--- config.mk ---
export PLATFORM = sky130hd
export DESIGN_NAME = gcd_requester
export DESIGN_NICKNAME = d
export VERILOG_FILES = /design/src/rtl/gcd_requester.sv
export SDC_FILE = /design/constraint.sdc
export NUM_CORES = 1
export LEC_CHECK = 0
export BUFFER_PORTS_ARGS = -buffer_cell sky130_fd_sc_hd__buf_2
export CAP_MARGIN = 20
export CORE_UTILIZATION = 53
export CTS_BUF_LIST = sky130_fd_sc_hd__clkbuf_4
export CTS_CLUSTER_SIZE = 25
export DETAILED_ROUTE_END_ITERATION = 8
export PLACE_DENSITY = 0.87
export SLEW_MARGIN = 40
export SYNTH_ARGS = -nofsm -noshare
export SYNTH_HDL_FRONTEND = slang
export SYNTH_SLANG_ARGS = --single-unit
--- constraint.sdc ---
create_clock -name clk -period 3.4 [get_ports clk]
set_input_delay 0.68 -clock clk [delete_from_list [all_inputs] [get_ports clk]]
set_output_delay 0.68 -clock clk [all_outputs]
set_load 0.05 [all_outputs]
--- src/rtl/gcd_requester.sv ---
// ---------------------------------------------------------------------------
// gcd_requester
//
// Front-end sequencer for the gcd core. It takes operand pairs from a
// valid/ready stream, hands them to the core and waits for the core's done.
// Results go into a small output FIFO that a consumer drains on a
// valid/ready result stream. A pair with a zero operand is answered here
// without starting the core. A watchdog counter aborts a core that never
// raises done, and pushes an error entry instead.
//
// Ports:
//   clk        clock, all state changes on the rising edge
//   reset      asynchronous, active-low reset (0 = in reset)
//   in_valid   operand pair valid
//   in_ready   pair accepted on an edge where in_valid & in_ready
//   in_a/in_b  operands A and B
//   opa/opb    operands driven to the core, held stable while it works
//   start      one-cycle start pulse to the core
//   result     gcd value from the core, valid while done is high
//   done       core completion flag
//   out_valid  output FIFO non-empty
//   out_ready  consumer pops the head on an edge where out_valid & out_ready
//   out_data   head-of-FIFO gcd value
//   out_err    head entry was produced by a watchdog timeout
//   busy       sequencer is not idle
// ---------------------------------------------------------------------------
module gcd_requester #(
    parameter int W       = 32,
    parameter int DEPTH   = 2,
    parameter int TIMEOUT = 256
) (
    input  logic         clk,
    input  logic         reset,
    input  logic         in_valid,
    output logic         in_ready,
    input  logic [W-1:0] in_a,
    input  logic [W-1:0] in_b,
    output logic [W-1:0] opa,
    output logic [W-1:0] opb,
    output logic         start,
    input  logic [W-1:0] result,
    input  logic         done,
    output logic         out_valid,
    input  logic         out_ready,
    output logic [W-1:0] out_data,
    output logic         out_err,
    output logic         busy
);

    localparam int PW   = (DEPTH > 1) ? $clog2(DEPTH) : 1;
    localparam int CNTW = PW + 1;
    localparam int TW   = (TIMEOUT > 1) ? $clog2(TIMEOUT) : 1;

    localparam logic [1:0] S_IDLE  = 2'd0;
    localparam logic [1:0] S_START = 2'd1;
    localparam logic [1:0] S_WAIT  = 2'd2;

    localparam logic [CNTW-1:0] FIFO_FULL = CNTW'(DEPTH);
    localparam logic [TW-1:0]   TMO_LAST  = TW'(TIMEOUT - 1);

    logic [1:0]      r_state;
    logic [W-1:0]    r_opa;
    logic [W-1:0]    r_opb;
    logic [TW-1:0]   r_tmo;
    logic [PW-1:0]   r_wrPtr;
    logic [PW-1:0]   r_rdPtr;
    logic [CNTW-1:0] r_count;
    logic [W-1:0]    r_memData [DEPTH];
    logic            r_memErr  [DEPTH];

    logic            w_inReady;
    logic            w_accept;
    logic            w_bypass;
    logic            w_corePush;
    logic            w_tmoPush;
    logic            w_push;
    logic            w_pop;
    logic            w_outValid;
    logic [W-1:0]    w_pushData;
    logic            w_pushErr;
    logic [1:0]      w_nextState;

    // Readiness comes only from registered state, so it never loops back
    // through in_valid. Holding it low while reset is asserted keeps
    // upstream from handing over a pair that would be lost. Because only
    // one pair is outstanding and FIFO room is checked here, a later core
    // result always finds a free slot.
    assign w_inReady  = reset & (r_state == S_IDLE) & (r_count < FIFO_FULL);
    assign w_accept   = in_valid & w_inReady;
    assign w_bypass   = w_accept & ((in_a == '0) | (in_b == '0));
    assign w_corePush = (r_state == S_WAIT) & done;
    assign w_tmoPush  = (r_state == S_WAIT) & ~done & (r_tmo == TMO_LAST);
    assign w_push     = w_bypass | w_corePush | w_tmoPush;
    assign w_outValid = (r_count != '0);
    assign w_pop      = w_outValid & out_ready;

    // A zero operand makes the gcd equal to the other operand, and
    // gcd(0,0) is 0, so OR-ing the pair gives the answer directly.
    // A timeout entry carries a zero value with the error flag set.
    always_comb begin
        w_pushData = '0;
        w_pushErr  = 1'b0;
        if (w_bypass) begin
            w_pushData = in_a | in_b;
        end else if (w_corePush) begin
            w_pushData = result;
        end else if (w_tmoPush) begin
            w_pushErr = 1'b1;
        end
    end

    // Sequencer next state. done outside WAIT is ignored; in WAIT a done
    // on the same edge as the timeout wins because both exits go to IDLE
    // and the push selection above prefers the core result.
    always_comb begin
        w_nextState = r_state;
        case (r_state)
            S_IDLE: begin
                if (w_accept && !w_bypass) begin
                    w_nextState = S_START;
                end
            end
            S_START: begin
                w_nextState = S_WAIT;
            end
            S_WAIT: begin
                if (w_corePush || w_tmoPush) begin
                    w_nextState = S_IDLE;
                end
            end
            default: begin
                w_nextState = S_IDLE;
            end
        endcase
    end

    // State, latched operands and the watchdog counter. The counter is
    // cleared while start is high and holds its value when WAIT exits.
    always_ff @(posedge clk or negedge reset) begin
        if (!reset) begin
            r_state <= S_IDLE;
            r_opa   <= '0;
            r_opb   <= '0;
            r_tmo   <= '0;
        end else begin
            r_state <= w_nextState;
            if (w_accept && !w_bypass) begin
                r_opa <= in_a;
                r_opb <= in_b;
            end
            if (r_state == S_START) begin
                r_tmo <= '0;
            end else if (r_state == S_WAIT && !w_corePush && !w_tmoPush) begin
                r_tmo <= r_tmo + TW'(1);
            end
        end
    end

    // FIFO pointers and occupancy. A push and pop on the same edge leave
    // the count unchanged, even when the FIFO is full.
    always_ff @(posedge clk or negedge reset) begin
        if (!reset) begin
            r_wrPtr <= '0;
            r_rdPtr <= '0;
            r_count <= '0;
        end else begin
            if (w_push) begin
                r_wrPtr <= r_wrPtr + PW'(1);
            end
            if (w_pop) begin
                r_rdPtr <= r_rdPtr + PW'(1);
            end
            case ({w_push, w_pop})
                2'b10:   r_count <= r_count + CNTW'(1);
                2'b01:   r_count <= r_count - CNTW'(1);
                default: r_count <= r_count;
            endcase
        end
    end

    // FIFO storage needs no reset: the outputs are masked while the FIFO
    // is empty, and nothing is pushed while reset is asserted.
    always_ff @(posedge clk) begin
        if (w_push) begin
            r_memData[r_wrPtr] <= w_pushData;
            r_memErr[r_wrPtr]  <= w_pushErr;
        end
    end

    assign in_ready  = w_inReady;
    assign opa       = r_opa;
    assign opb       = r_opb;
    assign start     = (r_state == S_START);
    assign busy      = (r_state != S_IDLE);
    assign out_valid = w_outValid;
    assign out_data  = w_outValid ? r_memData[r_rdPtr] : '0;
    assign out_err   = w_outValid ? r_memErr[r_rdPtr] : 1'b0;

endmodule

; Word level (Yosys, flattened, before mapping)
; Memory sizes are Yosys's and may differ from the RTL's.
; Index checks and enable logic that the tools add are counted.
; Widths: inputs -> output; s select.
[word_totals]
reg_bits = 78
mem_bits_rw = 66
elab_cells = 65
memories = 2
[memory_table]
columns = name, depth, word_bits, rd, rd_ports_with_merged_regs, wr, line
row1 = r_memData, 2, 32, 1, 0, 1, 68  ; logic [W-1:0] r_memData [DEPTH];
row2 = r_memErr, 2, 1, 1, 0, 1, 69  ; logic r_memErr [DEPTH];
[op_classes]
n_addsub = 5
magnitude_cmp = 1
eq_ne = 7
muxes = 15
bitwise = 13
reduce_logical = 15
[ops]
columns = op, count
row1 = $mux 32, 3
row2 = $logic_not 32->1, 2
row3 = $or 32x32->32, 1
row4 = $mux 8, 2
row5 = $add 8x1->8 const B, 1
row6 = $and 1x1->1, 8
row7 = $eq 8x8->1 const B, 1
row8 = $reduce_bool 2->1, 4
row9 = $mux 1, 6
row10 = $pmux 2 s3, 1
row11 = $eq 2x1->1 const B, 2
row12 = $eq 2x2->1 const B, 2
row13 = $mux 2, 2
row14 = $ne 2x1->1 const B, 2
row15 = $pmux 2 s2, 1
row16 = $logic_and 1x1->1, 3
row17 = $logic_not 1->1, 3
row18 = $or 1x1->1, 3
row19 = $add 1x1->1 const B, 2
row20 = $add 2x1->2 const B, 1
row21 = $logic_not 2->1, 1
row22 = $lt 2x2->1 const B, 1
row23 = $reduce_and 2->1, 1
row24 = $sub 2x1->2 const B, 1
row25 = 2 further kinds, 2

; Logic depth before layout (Yosys ltp)
[logic_depth]
word_depth = 9
depth_mapped = 9
ltp_nobuf = 9

; Worst setup path before layout
; No wires, ideal clock.
[synth_path]
path_kind = register to register
start = reg r_state[0]
end = mem r_memData[1][0], enable pin
t_arrival_ns = 3.131
required_ns = 2.973
slack_ns = -0.157
path_stages_with_launch = 5
period_less_slack_ns = 3.557
path_cell_list = dfrtp_1 or2_4 nor3b_4 a311oi_1 nor2b_1
[synth_between]
elab_chain_cells = 9
[synth_lines]
columns = item, line
row1 = "start, declared", 61  ; logic [1:0] r_state;
row2 = "start signal, assigned", 146  ; r_state <= w_nextState;
row3 = $logic_not 2->1, 88  ; assign w_inReady = reset & (r_state == S_IDLE) & (r_count < FIFO_FULL);
row4 = $and 1x1->1 (2 in a row), 88
row5 = net in_ready, 35  ; output logic in_ready,
row6 = $and 1x1->1, 89  ; assign w_accept = in_valid & w_inReady;
row7 = $and 1x1->1, 90  ; assign w_bypass = w_accept & ((in_a == '0) | (in_b == '0));
row8 = $or 1x1->1 (2 in a row), 93  ; assign w_push = w_bypass | w_corePush | w_tmoPush;
row9 = $mux 1, 184  ; if (w_push) begin
row10 = $mux 1 (not written as such), 185  ; r_memData[r_wrPtr] <= w_pushData;
row11 = "end, declared", 68
; The timed path passes the listed nets, and every way through them passes these cells.

; Worst setup path after layout
[layout_path]
start = reg r_rdPtr
end = out out_data[10]
[layout_between]
elab_chain_cells = 2
[layout_lines]
columns = item, line
row1 = "start, declared", 66  ; logic [PW-1:0] r_rdPtr;
row2 = "start signal, assigned", 171  ; r_rdPtr <= r_rdPtr + PW'(1);
row3 = $mem_v2 2x32, --
row4 = $mux 32, 196  ; assign out_data = w_outValid ? r_memData[r_rdPtr] : '0;
row5 = "end, declared", 45  ; output logic [W-1:0] out_data,
; Every way passes these cells.

==> impl_results.md <==
* Final net count at 790
* Share of cells above drive strength 1 at 45.7%
* Post-Syn Area at 6330 sq um
* Vias in the first global route at 4,734
* Post-synth top flop: dfrtp_1
* YS warnings at 0
* Failing checks: design-rule violations
* Port bufs at 201
* Synth Area per Inst at 13.4 sq um
* Crit. End Element: output port
* HP Class: in -> async
* Row cnt at 39
* Post-CTS Setup Repair Bufs at 0
* Top cells by area, synth: edfxtp_1 (31%), dfrtp_1 (31%), mux2_4 (12%), mux2i_1 (5.4%), nor2_1 (4.3%)
* Fill count at 814
* CTS max path bufs at 2
* Post-synth EDFFs at 66
* Hold Vio Cnt, Final at 0
* H-tree depth at 4
* Worst setup margin at 640 ps
* Via count at 4,662
* Violation count after the first detailed-route iteration at 377
* Distinct cells, synth at 34
* GR Util met2 at 44.8%
* Placed wire-length estimate at 11,800 um
* Total negative slack at 0 ps
* VDD IR max at 682 uV
* WP data arrival at 2080 ps
* Seq/Total Area, Yosys at 62.1%
* Die area at 12,400 sq um
* Cells after Synth at 474
* IO Pins at 202
* Largest net degree at the start of global routing at 79
* Cells on worst reg2reg path at 8
* Residual DRC count at 22
* Sink Count at 144
* Leak at 3.75 nW
* Crit path required time at 2720 ps
* CTS tree: yes
* Clk_skew at 15.9 ps
* Util after Layout at 68.6%
* Final period utilization at 81.2%
* Startpoint Class: flop
* Critical path type: reg -> out
* Final min period at 2760 ps
* Global-route wire length before repair at 24,900 um
* Routed WL per cell at 19.0 um
* Most used routing layer: met2
* Register area at 3940 sq um
* PwrDens at 1050 nW/um^2
* Total power at 8.27 mW
* Grt ovf at 0
* Final wirelength at 16,000 um
* Clock latency on the worst-skew pair at 530 ps
* MaxCap Viol Count at 0
* Die width at 111 um
* Setup violations, final at 0
* Asr flop ratio synth at 54.2%
* Fin. max-slew vios at 0
* Area added between synthesis and finish at 24.7%
* CTS Buf Count at 17
* Critical Path Fanout Max at 18
* Total core area at 11,500 sq um
* RSZ-0062 raised after global routing: no
* Post-synth top area share at 31.3%
* Pre-CTS WS at 280 ps
* Multi-input gate area at 2290 sq um
* Status: finished with violations
* Drt first pass iters at 8
* # hold bufs at CTS at 0
* FF+latch count, synth at 144
* Post-CTS Resized at 0
* Vias per Instance at 5.52
* Antenna Nets Post-Route at 0
* Fmax achieved at 362 MHz
* GPL Wtd Cong at 0.890
* Syn nets at 577
* Reg clk slew, reported paths at 130 ps
* Global Route Usage Sum at 26.7%
* Initial Utilization at 55.0%
* Worst slew pin tran at 700 ps
* Die Height at 111 um
* Root Buffer: clkbuf_4
* Slew headroom at 52.9%
* Synth area leader: edfxtp_1
* Met1 Use GR at 33.4%
* Initial antenna violation count at 1
* GR Layer Usage met3 at 6.56%
-- registers in the layout (all words and copies together), names as in the netlist --
name,cells
opa,32
r_memData,64
opb,32
r_wrPtr,1
r_count,2
r_tmo,8
r_rdPtr,1
r_state,2
r_memErr,2
-- cells in the final DEF (no fill, tap or decap), types with 3 or more instances in the layout --
master | Yosys | routed
nand4_1 | 5 | 5
nor4_1 | 16 | 16
bufinv_16 | 0 | 4
buf_12 | 0 | 3
clkinv_4 | 0 | 3
nand3_1 | 5 | 5
edfxtp_1 | 66 | 66
buf_4 | 0 | 10
nand2b_1 | 3 | 3
mux2i_1 | 34 | 34
mux2_4 | 49 | 49
inv_1 | 6 | 6
xnor2_1 | 5 | 5
buf_2 | 1 | 200
clkbuf_4 | 0 | 18
dfrtp_1 | 78 | 77
mux2_2 | 15 | 15
clkinvlp_4 | 0 | 4
clkinv_2 | 0 | 3
xor2_1 | 3 | 3
nand2_1 | 42 | 42
o21ai_0 | 35 | 35
nor2_1 | 73 | 70
-- area by class of cell --
cell class / count / area share (%)
diodes: 1 / 0.0317
clock buffers: 18 / 1.71
clock inverters: 14 / 2.42
inverters: 6 / 0.285
multi-input cells: 304 / 28.9
flip-flops and latches: 144 / 49.8
well taps: 143 / 2.27
repair buffers: 214 / 14.5
-- per-stage QoR --
step | area [sq um] | hold WS (ps) | instances
after floorplan | 6340 | 384 | 474
after global placement | 7560 | 486 | 811
after detailed placement | 7570 | 490 | 811
after CTS | 7900 | 275 | 843
after global routing | 7900 | 290 | 844
final | 7900 | 290 | 844
-- cells in the mapped netlist, types with 2 or more instances --
master	instances
and4_1	2
dfrtp_1	78
nand3_1	5
nand4_1	5
edfxtp_1	66
mux2i_1	34
xnor2_1	5
ha_1	2
buf_6	6
o21ai_0	35
inv_1	6
nand2b_1	3
mux2_4	49
xor2_1	3
clkbuf_1	13
nor4_1	16
nand2_1	42
nor3_1	2
mux2_2	15
nor2_1	73
-- logic make-up (layout without fill, tap and decap cells) --
logic type      after synthesis  in the layout  synth area share (%)
buf+inv                      26            252                  2.27
flops                       144            144                  62.1
fa+ha+maj                     2              2                 0.395
xor+xnor                      8              8                  1.11
other cells                   0              1                     0
mux                          98             98                  19.7
simple gates                156            156                  11.1
compound gates               40             40                  3.38
-- critical path: stages, from the launching register on --
cell and delay (ps):
dfrtp_2 750, buf_12 250, mux2i_1 100, nor2_1 150
buf_2 290
-- power by group --
part / leakage, nW / total (mW) / switching [mW] / internal, mW
Sequential: 1.55 / 2.69 / 0.360 / 2.33
Clock: 0.164 / 1.21 / 0.619 / 0.590
Combinational: 2.03 / 4.36 / 3.09 / 1.27
-- per-layer routing --
metal  wire (um)  share of wire [%]
met5           0                  0
met4         395                2.5
met3        1080                6.7
met2        8080                 50
met1        6450                 40
-- worst paths after layout --
| check | from | endpoint | slack, ps |
|---|---|---|---|
| max in group asynchronous | reset | r_rdPtr | 2620 |
| worst max-delay path | r_rdPtr | out_data[10] | 640 |
| min in group clk | in_a[14] | opa[14] | 410 |
| worst min-delay path | reset | r_state[0] | 290 |
| worst max register to register | r_tmo[0] | r_count[1] | 950 |
| worst min register to register | opa[28] | opa[28] | 520 |
(Power assumes the default switching activity.)
